**src/rtl/note_sequencer.sv**
```systemverilog
// note_sequencer: record/playback sequencer for the 64x32 note RAM.
// Latency: record tick T -> RAM write at T+1; play tick T -> ram_addr T+1, note_valid T+3.
// Backpressure: note_out is held until note_ready; beats arriving meanwhile set the sticky late flag.
// Option: define NOTE_SEQ_LOOP_EN to restart playback at the first note after the last one.
module note_sequencer (
   input  logic        clk,
   input  logic        resetn,
   input  logic        beat_tick,
   input  logic        start_rec,
   input  logic        start_play,
   input  logic        stop,
   input  logic [31:0] note_in,
   input  logic [31:0] ram_q,
   input  logic        note_ready,
   output logic [5:0]  ram_addr,
   output logic        ram_wren,
   output logic [31:0] ram_data,
   output logic [31:0] note_out,
   output logic        note_valid,
   output logic [6:0]  song_len,
   output logic        late,
   output logic        busy,
   output logic [2:0]  state
);

   typedef enum logic [2:0] {
      S_IDLE      = 3'd0,
      S_REC       = 3'd1,
      S_PLAY_REQ  = 3'd2,
      S_PLAY_WAIT = 3'd3,
      S_PLAY_OUT  = 3'd4
   } state_t;

   state_t      state_q, state_d;
   logic [5:0]  idx_q, idx_d;
   logic        rd_wait_q, rd_wait_d;
   logic [5:0]  ram_addr_q, ram_addr_d;
   logic        ram_wren_q, ram_wren_d;
   logic [31:0] ram_data_q, ram_data_d;
   logic [31:0] note_out_q, note_out_d;
   logic        note_valid_q, note_valid_d;
   logic [6:0]  song_len_q, song_len_d;
   logic        late_q, late_d;
   logic        busy_q, busy_d;
   logic        last_note;

   // Next-state and next-output logic; commands are ranked stop > start_rec > start_play
   always_comb begin
      state_d      = state_q;
      idx_d        = idx_q;
      rd_wait_d    = 1'b0;
      ram_addr_d   = ram_addr_q;
      ram_wren_d   = 1'b0;
      ram_data_d   = ram_data_q;
      note_out_d   = note_out_q;
      note_valid_d = note_valid_q;
      song_len_d   = song_len_q;
      late_d       = late_q;
      last_note    = (({1'b0, idx_q} + 7'd1) == song_len_q);

      unique case (state_q)
         S_IDLE: begin
            if (stop) begin
               state_d = S_IDLE;
            end else if (start_rec) begin
               idx_d      = 6'd0;
               ram_addr_d = 6'd0;
               song_len_d = 7'd0;
               state_d    = S_REC;
            end else if (start_play && (song_len_q != 7'd0)) begin
               idx_d      = 6'd0;
               ram_addr_d = 6'd0;
               late_d     = 1'b0;
               state_d    = S_PLAY_REQ;
            end
         end

         S_REC: begin
            if (stop) begin
               // a tick on the stop cycle is dropped on purpose
               state_d = S_IDLE;
            end else if (beat_tick) begin
               ram_wren_d = 1'b1;
               ram_addr_d = idx_q;
               ram_data_d = note_in;
               song_len_d = song_len_q + 7'd1;
               if (song_len_q == 7'd63) begin
                  // RAM full: keep idx at 63 rather than wrapping
                  state_d = S_IDLE;
               end else begin
                  idx_d = idx_q + 6'd1;
               end
            end
         end

         S_PLAY_REQ: begin
            if (stop) begin
               state_d = S_IDLE;
            end else if (beat_tick) begin
               ram_addr_d = idx_q;
               state_d    = S_PLAY_WAIT;
            end
         end

         S_PLAY_WAIT: begin
            // first cycle presents the address, second cycle sees ram_q
            if (stop) begin
               state_d = S_IDLE;
            end else if (!rd_wait_q) begin
               rd_wait_d = 1'b1;
            end else begin
               note_out_d   = ram_q;
               note_valid_d = 1'b1;
               state_d      = S_PLAY_OUT;
            end
         end

         S_PLAY_OUT: begin
            if (note_valid_q && note_ready) begin
               note_valid_d = 1'b0;
               if (last_note) begin
`ifdef NOTE_SEQ_LOOP_EN
                  idx_d   = 6'd0;
                  state_d = S_PLAY_REQ;
`else
                  state_d = S_IDLE;
`endif
               end else begin
                  idx_d   = idx_q + 6'd1;
                  state_d = S_PLAY_REQ;
               end
               // the transfer still counts when stop lands on it
               if (stop) begin
                  state_d = S_IDLE;
               end
            end else if (stop) begin
               note_valid_d = 1'b0;
               state_d      = S_IDLE;
            end else if (beat_tick) begin
               late_d = 1'b1;
            end
         end

         default: begin
            note_valid_d = 1'b0;
            state_d      = S_IDLE;
         end
      endcase

      busy_d = (state_d != S_IDLE);
   end

   // Single register bank for FSM state and all outputs
   always_ff @(posedge clk or negedge resetn) begin
      if (!resetn) begin
         state_q      <= S_IDLE;
         idx_q        <= 6'd0;
         rd_wait_q    <= 1'b0;
         ram_addr_q   <= 6'd0;
         ram_wren_q   <= 1'b0;
         ram_data_q   <= 32'd0;
         note_out_q   <= 32'd0;
         note_valid_q <= 1'b0;
         song_len_q   <= 7'd0;
         late_q       <= 1'b0;
         busy_q       <= 1'b0;
      end else begin
         state_q      <= state_d;
         idx_q        <= idx_d;
         rd_wait_q    <= rd_wait_d;
         ram_addr_q   <= ram_addr_d;
         ram_wren_q   <= ram_wren_d;
         ram_data_q   <= ram_data_d;
         note_out_q   <= note_out_d;
         note_valid_q <= note_valid_d;
         song_len_q   <= song_len_d;
         late_q       <= late_d;
         busy_q       <= busy_d;
      end
   end

   assign ram_addr   = ram_addr_q;
   assign ram_wren   = ram_wren_q;
   assign ram_data   = ram_data_q;
   assign note_out   = note_out_q;
   assign note_valid = note_valid_q;
   assign song_len   = song_len_q;
   assign late       = late_q;
   assign busy       = busy_q;
   assign state      = state_q;

endmodule

```
**config.mk**
```make
export PLATFORM = sky130hd
export DESIGN_NAME = note_sequencer
export DESIGN_NICKNAME = d
export VERILOG_FILES = /design/src/rtl/note_sequencer.sv
export SDC_FILE = /design/constraint.sdc
export NUM_CORES = 1
export LEC_CHECK = 0
export BUFFER_PORTS_ARGS = -buffer_cell sky130_fd_sc_hd__buf_2
export CAP_MARGIN = 10
export CORE_MARGIN = 10
export CORE_UTILIZATION = 30
export DETAILED_ROUTE_END_ITERATION = 16
export GPL_TIMING_DRIVEN = 0
export SLEW_MARGIN = 20
export SYNTH_ARGS = -nofsm -noshare
export SYNTH_HDL_FRONTEND = slang
export SYNTH_SLANG_ARGS = --single-unit
export TNS_END_PERCENT = 5
```
**constraint.sdc**
```tcl
create_clock -name clk -period 3.2 [get_ports clk]
set_input_delay 0.16 -clock clk [delete_from_list [all_inputs] [get_ports clk]]
set_output_delay 0.16 -clock clk [all_outputs]
set_load 0.005 [all_outputs]
```
# After elaboration in Yosys (flattened, before gate mapping)
# Cells that the tools add are included.
[totals]
in_bits = 71
elab_cells = 108
register_bits = 91
output_inout_bits = 84
[op_classes]
muxes = 50
bitwise = 2
reduce_logical = 18
eq_ne = 24
addsub = 3
[ops]
columns = ["operator", "count"]
rows = [
  ["6-bit two-way mux", 10],
  ["3-bit two-way mux", 13],
  ["2-bit inequality test (second input constant)", 15],
  ["7-bit two-way mux", 4],
  ["6-bit case mux with 3 select lines", 1],
  ["1-bit two-way mux", 16],
  ["3-bit case mux with 5 select lines", 1],
  ["7-bit case mux with 2 select lines", 1],
  ["6-bit case mux with 2 select lines", 1],
  ["5-bit AND reduction", 2],
  ["8-bit AND reduction", 1],
  ["6-bit by 1-bit adder with 7-bit output (second input constant)", 1],
  ["7-bit by 1-bit adder with 7-bit output (second input constant)", 1],
  ["7-bit by 6-bit == test with 1-bit output (second input constant)", 1],
  ["7-bit == test", 1],
  ["7-bit AND reduction", 1],
  ["7-bit nonzero test", 1],
  ["6-bit by 1-bit adder with 6-bit output (second input constant)", 1],
  ["3-bit by 2-bit == test with 1-bit output (second input constant)", 2],
  ["3-bit inequality test (second input constant)", 2],
  ["3-bit AND reduction", 2],
  ["2-bit nonzero test", 3],
  ["3-bit nonzero test", 2],
  ["4-bit AND reduction", 1],
  ["11 further kinds", 13],
]

# Logic depth before layout (Yosys ltp)
# Gate-level depths: netlist of run 1.
[depth]
depth_word = 7
mapped_depth = 9

# Worst setup path after synthesis of run 1
# No wires, ideal clock.
[synth_path]
path_kind = "reg2reg"
start = "register idx_q[0]"
end = "register idx_q[5]"
path_slack_ps = 875
stages_incl_launch_ff = 10
t_arrival_ps = 2192
path_cell_list = "dfrtp_1 -> ha_1 -> buf_6 -> and3_1 -> a2111oi_2 -> o2111ai_1 -> a211oi_2 -> or2_1 -> buf_4 -> o41ai_1"
[synth_between]
elab_chain_len = 5
word_cells_on_any_way = 11
cone_classes = "add/sub: 2; eq/ne: 2; mux: 6; reduce/logical: 1"
[synth_lines]
columns = ["element", "line_no", "text"]
rows = [
  ["start, declared", "35", "logic [5:0] idx_q, idx_d;"],
  ["start signal, assigned", "169", "idx_q <= idx_d;"],
  ["branches (longest 5 deep; another with 6-bit by 1-bit adder with 7-bit output)", "--", ""],
]
# Several ways; the timed one is not identified. The select of a mux whose other input is x is not followed.
# A chain may end at the register's enable or synchronous reset.

# Worst setup path after layout of run 1
[layout_path]
start = "register idx_q[0]"
end = "register idx_q[3]"
# Same word-level chain as after synthesis.

==> impl_metrics.py, run 1 <==
metrics = {
    "cells_and_area": {
        "diodes": 0,
        "fin_nets": 636,
        "seqCellArea_um2": 2280,
        "final_common_cell": "buf_2",
        "n_fill_cell": 1278,
        "synthToLayoutAreaGrowth_pct": 37.4,
        "multi_input_area_um2": 1570,
        "final_cell_mix": "160 x buf_2, 104 x nand2_1, 91 x dfrtp_1",
        "drive_gt1_share_pct": 40.1,
    },
    "clock_tree": {
        "post_cts_buffers": 0,
        "clk-insertion-delay-late_ns": 0.34,
        "cts_buffer_depth": 2,
        "cts_tree": "built",
        "clock-sinks": 91,
        "numCtsBuffers": 9,
        "cts_resized": 0,
        "cts_root_buf": "clkbuf_16",
        "postCtsHoldBufs": 20,
        "path_clk_slew_ns": 0.06,
        "cts_max_level": 3,
    },
    "sta": {
        "timing.setup.tns_ns": 0,
        "fin_crit_sh_pct": 82.5,
        "hold_viol": 0,
        "finClkSkew_ns": 0.00586,
        "worst_slew_pin_slew_ns": 0.867,
        "max_freq_mhz": 379,
        "rsz0062_at_grt": "no",
        "period_needed_ns": 2.64,
        "slew_headroom_pct": 41.8,
        "setup_viol": 0,
        "timing.hold.ws_ns": 0.0126,
        "slew_viol_final": 0,
    },
    "logic_synthesis": {
        "synth.yosys.seq_area_share_pct": 56.6,
        "async_flop_share_pct": 100,
        "syn_inst": 377,
        "syn-cell-area_um2": 4020,
        "synth.distinct_cells": 57,
        "synth_edf_count": 0,
        "synthFlopType": "dfrtp_1",
        "syn_avg_cell_area_um2": 10.7,
        "synth_nets": 451,
        "yosysWarnings": 0,
        "synth_seq_cells": 91,
    },
    "drt": {
        "routed_wl_um": 11300,
        "drtPass1Iterations": 4,
        "drc": 0,
        "ant_nets": 0,
        "wire_per_inst_um": 15.3,
        "vias": 3385,
        "drt_first_iter_violations": 177,
        "via_per_inst": 4.56,
    },
    "pwr": {
        "peakVddDrop_uv": 253,
        "p_leak_nw": 2.97,
        "power_per_cell_area_nw_per_um2": 581,
    },
    "global_route": {
        "grt_max_degree": 65,
        "antenna_found_initial": 0,
        "use_met1_pct": 14.4,
        "grt_pass1_wl_um": 18400,
        "overflow": 0,
        "grt_util_met3_pct": 5.16,
        "top_usage_layer": "met2",
        "grt_util_all_layers_pct": 12.5,
        "grtUsageMet2_pct": 20.0,
        "grt_pass1_vias": 3524,
    },
    "setup_path": {
        "required_ns": 3.41,
        "cpPeakStageDelay_ns": 0.49,
        "crit_path_end_kind": "flop",
        "crit_type": "reg2reg",
        "arrival_ns": 2.85,
        "crit_chain": "ha_1 > buf_6 > and3_1 > a2111oi_2 > o2111ai_1 > a211oi_2 > or2_1 > buf_4 > o41ai_1",
        "cpMaxStageDelayCell": "a211oi_2",
        "path_max_fanout": 8,
        "worstSetupStartpointType": "flop",
    },
    "place": {
        "dpl.hpwl_um": 8540,
        "placement.io_buffers": 153,
        "gp_congestion": 0.802,
    },
    "min_path": {
        "hold_class": "in2reg",
    },
    "floorplan": {
        "die_h_um": 136,
        "die_area_um2": 18400,
        "num_rows": 42,
        "start_util_pct": 30.5,
        "core_um2": 13200,
        "die_w_um": 136,
        "ios": 155,
    },
    "run": {
        "maxCapViolCount": 0,
    },
    "run_status": {
        "status": "finished, final reports clean",
    },
}
-- Yosys cell counts, types with 3 or more instances --
cell type  count  area (um^2)
ha_1           3         37.5
buf_2          8         40.0
nor3_1         3         15.0
nor2_1        16         60.1
o21ai_0        4         20.0
nand2_1      104          390
and3_1         4         25.0
nand3_1        7         35.0
xnor2_1        5         43.8
o41ai_1        4         35.0
o31ai_1        5         37.5
clkbuf_1       4         15.0
a22o_2         6         60.1
buf_4          5         37.5
nor2b_1        3         18.8
buf_1          4         15.0
a21oi_1        6         30.0
mux2_2        32          360
or3_1          3         18.8
inv_1         11         41.3
dfrtp_1       91         2280
xor2_1         7         61.3
-- power by group --
part	internal [mW]	total [mW]	switching [mW]
registers	1.35	1.48	0.128
logic	0.335	0.686	0.351
clock network	0.603	1.04	0.440
total	2.29	3.21	0.919
-- per-stage QoR --
step	worst slack, ns	cells	cell area, um^2	total power, mW	util, %
floorplan	0.875	377	4020	1.80	-
global placement	0.602	706	5010	2.15	38.0
detailed placement	0.592	707	5040	2.18	38.2
CTS	0.567	742	5520	3.27	41.9
global route	0.398	742	5520	3.43	41.9
finish	0.559	742	5520	3.21	41.9
-- cells by family (layout without fill, tap and decap cells) --
group / count (synthesis) / count (layout) / share of synthesized area, %
flops: 91 / 91 / 56.6
fa+ha+maj: 3 / 3 / 0.934
mux: 33 / 33 / 9.21
compound gates: 46 / 46 / 9.12
xor+xnor: 12 / 12 / 2.61
simple gates: 157 / 157 / 17.3
buf+inv: 35 / 224 / 4.20
-- state kept, by name, summed over array words and instances, names as in the netlist --
register / flops
ram_data: 32
state: 3
ram_addr: 6
note_valid: 1
rd_wait_q: 1
busy: 1
ram_wren: 1
song_len: 7
note_out: 32
late: 1
idx_q: 6
-- worst paths after layout --
| kind | from | end | slack (ns) | depth (start not counted) |
|---|---|---|---|---|
| max | idx_q[0] | idx_q[3] | 0.56 | 9 |
| min | note_in[28] | ram_data[28] | 0.01 | 3 |
| max reg2reg | idx_q[0] | idx_q[3] | 0.56 | 9 |
| min reg2reg | ram_data[13] | ram_data[13] | 0.47 | 2 |
| max in group asynchronous | resetn | ram_data[14] | 2.36 | 3 |
| min in group asynchronous | resetn | note_out[27] | 0.25 | 2 |
-- worst max-delay path: cells and delay by family, from the launching register on --
| family | cells | cell delay [ns] |
|---|---|---|
| buffers and inverters | 2 | 0.27 |
| and+or+nand+nor | 2 | 0.37 |
| DFF | 1 | 0.47 |
| adders and majority gates | 1 | 0.25 |
| AOI/OAI and AO/OA | 4 | 1.15 |
-- per-layer routing --
layer | up-vias | part of all wire (%) | routed length (um)
met5 | - | 0 | 0
met4 | 0 | 1.6 | 178
met3 | 13 | 8.6 | 970
met2 | 110 | 49 | 5550
met1 | 1609 | 41 | 4610
li1 | 1653 | - | -
-- final cells by class --
class / count / area share, %
clock inverter: 4 / 0.929
buffer: 23 / 2.24
timing repair buffer: 174 / 18.1
multi-input combinational: 251 / 28.5
clock buffer: 11 / 4.21
tap: 176 / 3.99
inverter: 12 / 0.815
sequential: 91 / 41.2
No activity file was read; power rests on OpenSTA's default activity.
==> inputs of run 2 (changes only) <==
==> constraint.sdc (replaced) <==
create_clock -name clk -period 2.8 [get_ports clk]
set_input_delay 0.14 -clock clk [delete_from_list [all_inputs] [get_ports clk]]
set_output_delay 0.14 -clock clk [all_outputs]
set_load 0.005 [all_outputs]
==> run 2 against run 1 <==
Against the previous run:
- sequential power is 14% higher
- design area is 2.2% higher
- count of clock-buffer cells in the layout stayed put
==> impl_metrics.py, run 2 (same netlist as run 1, synthesis figures left out) <==
metrics = {
    "run_status": {
        "status": "finished, final reports clean",
    },
    "setup_path": {
        "critPathTopFamily": "compound AO/OA/AOI/OAI gates",
        "reg2reg_to": "idx_q[3]",
        "rr_startpoint": "idx_q[0]",
        "cpMaxStageDelayCell": "dfrtp_1",
        "reg2reg_depth": 9,
        "arrival_ns": 2.79,
        "worstSetupStartpointType": "flop",
        "r2r_setup_slack_ns": 0.22,
        "crit_buf_inv": 2,
        "crit_type": "reg2reg",
        "required_ns": 3.01,
        "crit_chain": "ha_1 > buf_6 > and3_1 > a2111oi_2 > o2111ai_1 > a211oi_2 > or2_1 > buf_4 > o41ai_1",
        "path_max_fanout": 8,
        "cpPeakStageDelay_ns": 0.47,
        "crit_path_end_kind": "flop",
    },
    "drt": {
        "drt_first_iter_violations": 215,
        "routed_wl_um": 11400,
        "wire_per_inst_um": 15.1,
        "vias": 3428,
        "via_per_inst": 4.55,
        "drtPass1Iterations": 4,
        "drc": 0,
        "ant_nets": 0,
    },
    "clock_tree": {
        "cts_buffer_depth": 2,
        "clock-sinks": 91,
        "cts_root_buf": "clkbuf_16",
        "cts_resized": 0,
        "clk-insertion-delay-late_ns": 0.34,
        "path_clk_slew_ns": 0.07,
        "cts_tree": "built",
        "cts_max_level": 3,
        "numCtsBuffers": 9,
    },
    "min_path": {
        "worstHoldEndpoint": "ram_data[31]",
        "min_path_cells": 3,
        "hold_class": "in2reg",
        "hp-start": "note_in[31]",
    },
    "floorplan": {
        "core_um2": 13200,
        "start_util_pct": 30.5,
        "num_rows": 42,
        "ios": 155,
        "die_area_um2": 18400,
        "die_h_um": 136,
        "die_w_um": 136,
    },
    "pwr": {
        "p_int_mw": 2.63,
        "swShare_pct": 28.7,
        "pwr-share-clk_pct": 32.5,
        "p_leak_nw": 3.02,
        "p_sw_mw": 1.06,
        "p_seq_share_pct": 45.9,
        "combPwrFrac_pct": 21.6,
        "power_per_cell_area_nw_per_um2": 652,
        "peakVddDrop_uv": 298,
        "totalPowerFinal_mw": 3.68,
    },
    "cells_and_area": {
        "drive_gt1_share_pct": 39.3,
        "final_cell_mix": "160 x buf_2, 104 x nand2_1, 91 x dfrtp_1",
        "fin_nets": 648,
        "diodes": 0,
        "final_common_cell": "buf_2",
        "final_cell_area_um2": 5640,
        "synthToLayoutAreaGrowth_pct": 40.4,
    },
    "sta": {
        "period_needed_ns": 2.58,
        "fin_ws_ns": 0.215,
        "max_freq_mhz": 387,
        "timing.setup.tns_ns": 0,
        "worst_slew_pin_slew_ns": 0.876,
        "rsz0062_at_grt": "no",
        "slew_viol_final": 0,
        "finClkSkew_ns": 0.00655,
        "timing.hold.ws_ns": 0.0122,
        "hold_viol": 0,
        "fin_crit_sh_pct": 92.3,
        "setup_viol": 0,
        "slew_headroom_pct": 41.1,
    },
    "global_route": {
        "grt_pass1_vias": 3565,
        "grt_pass1_wl_um": 18500,
        "antenna_found_initial": 0,
        "grt_util_all_layers_pct": 12.5,
        "grt_max_degree": 65,
        "overflow": 0,
    },
    "place": {
        "placement.io_buffers": 153,
        "gp_congestion": 0.802,
        "place_ws_ns": 0.192,
        "place_area_um2": 5040,
        "dpl.hpwl_um": 8540,
    },
    "run": {
        "maxCapViolCount": 0,
    },
}
-- run 2: per-stage QoR --
| step | instances | util (%) |
|---|---|---|
| 2_1_floorplan | 377 | - |
| 3_3_place_gp | 706 | 38.0 |
| 3_5_place_dp | 707 | 38.2 |
| 4_1_cts | 754 | 42.8 |
| 5_1_grt | 754 | 42.8 |
| 6_report | 754 | 42.8 |
-- run 2: repair_timing --
item | CTS | global route
hold endpoints to repair | 58 | 0
hold buffers | 32 | 0
setup endpoints to repair | 0 | 1
setup buffers | 0 | 0
-- run 2: worst reg2reg max path, delay by kind of cell (launching register included) --
family / cells / cell delay (ns)
buffers and inverters: 2 / 0.27
flip-flops: 1 / 0.47
AO/OA/AOI/OAI: 4 / 1.10
adder cells (fa/ha/maj): 1 / 0.25
AND/OR/NAND/NOR: 2 / 0.37
-- run 2: routing by layer --
metal	GRT usage (%)	wire length, um	up-vias
li1	-	-	1674
met1	14.5	4690	1631
met2	20.3	5650	111
met3	5.04	914	12
met4	5.02	144	0
met5	0	0	-
-- run 2: worst max-delay path by stage --
stage	startpoint	end	slack [ns]	cells past startpoint
after floorplan	idx_q[0]	idx_q[5]	0.48	9
after global placement	idx_q[0]	idx_q[3]	0.20	9
after detailed placement	idx_q[0]	idx_q[3]	0.19	9
after CTS	idx_q[0]	idx_q[3]	0.17	9
after global routing	idx_q[0]	idx_q[3]	0.04	9
final	idx_q[0]	idx_q[3]	0.22	9
-- run 2: area by class of cell --
| type | count | area (um^2) |
|---|---|---|
| buffer | 23 | 124 |
| clock buffer | 11 | 233 |
| clock inverter | 4 | 51.3 |
| fill | 1251 | 7550 |
| inverter | 12 | 45.0 |
| multi-input combinational | 251 | 1570 |
| sequential | 91 | 2280 |
| tap | 176 | 220 |
| timing repair buffer | 186 | 1120 |
-- run 2: power groups by stage --
stage	Clock (mW)	Sequential, mW	Combinational, mW
3_5_place_dp	0	1.70	0.788
6_report	1.20	1.69	0.796
2_1_floorplan	0	1.72	0.338
5_1_grt	1.30	1.72	0.908
3_3_place_gp	0	1.70	0.767
4_1_cts	1.23	1.69	0.821
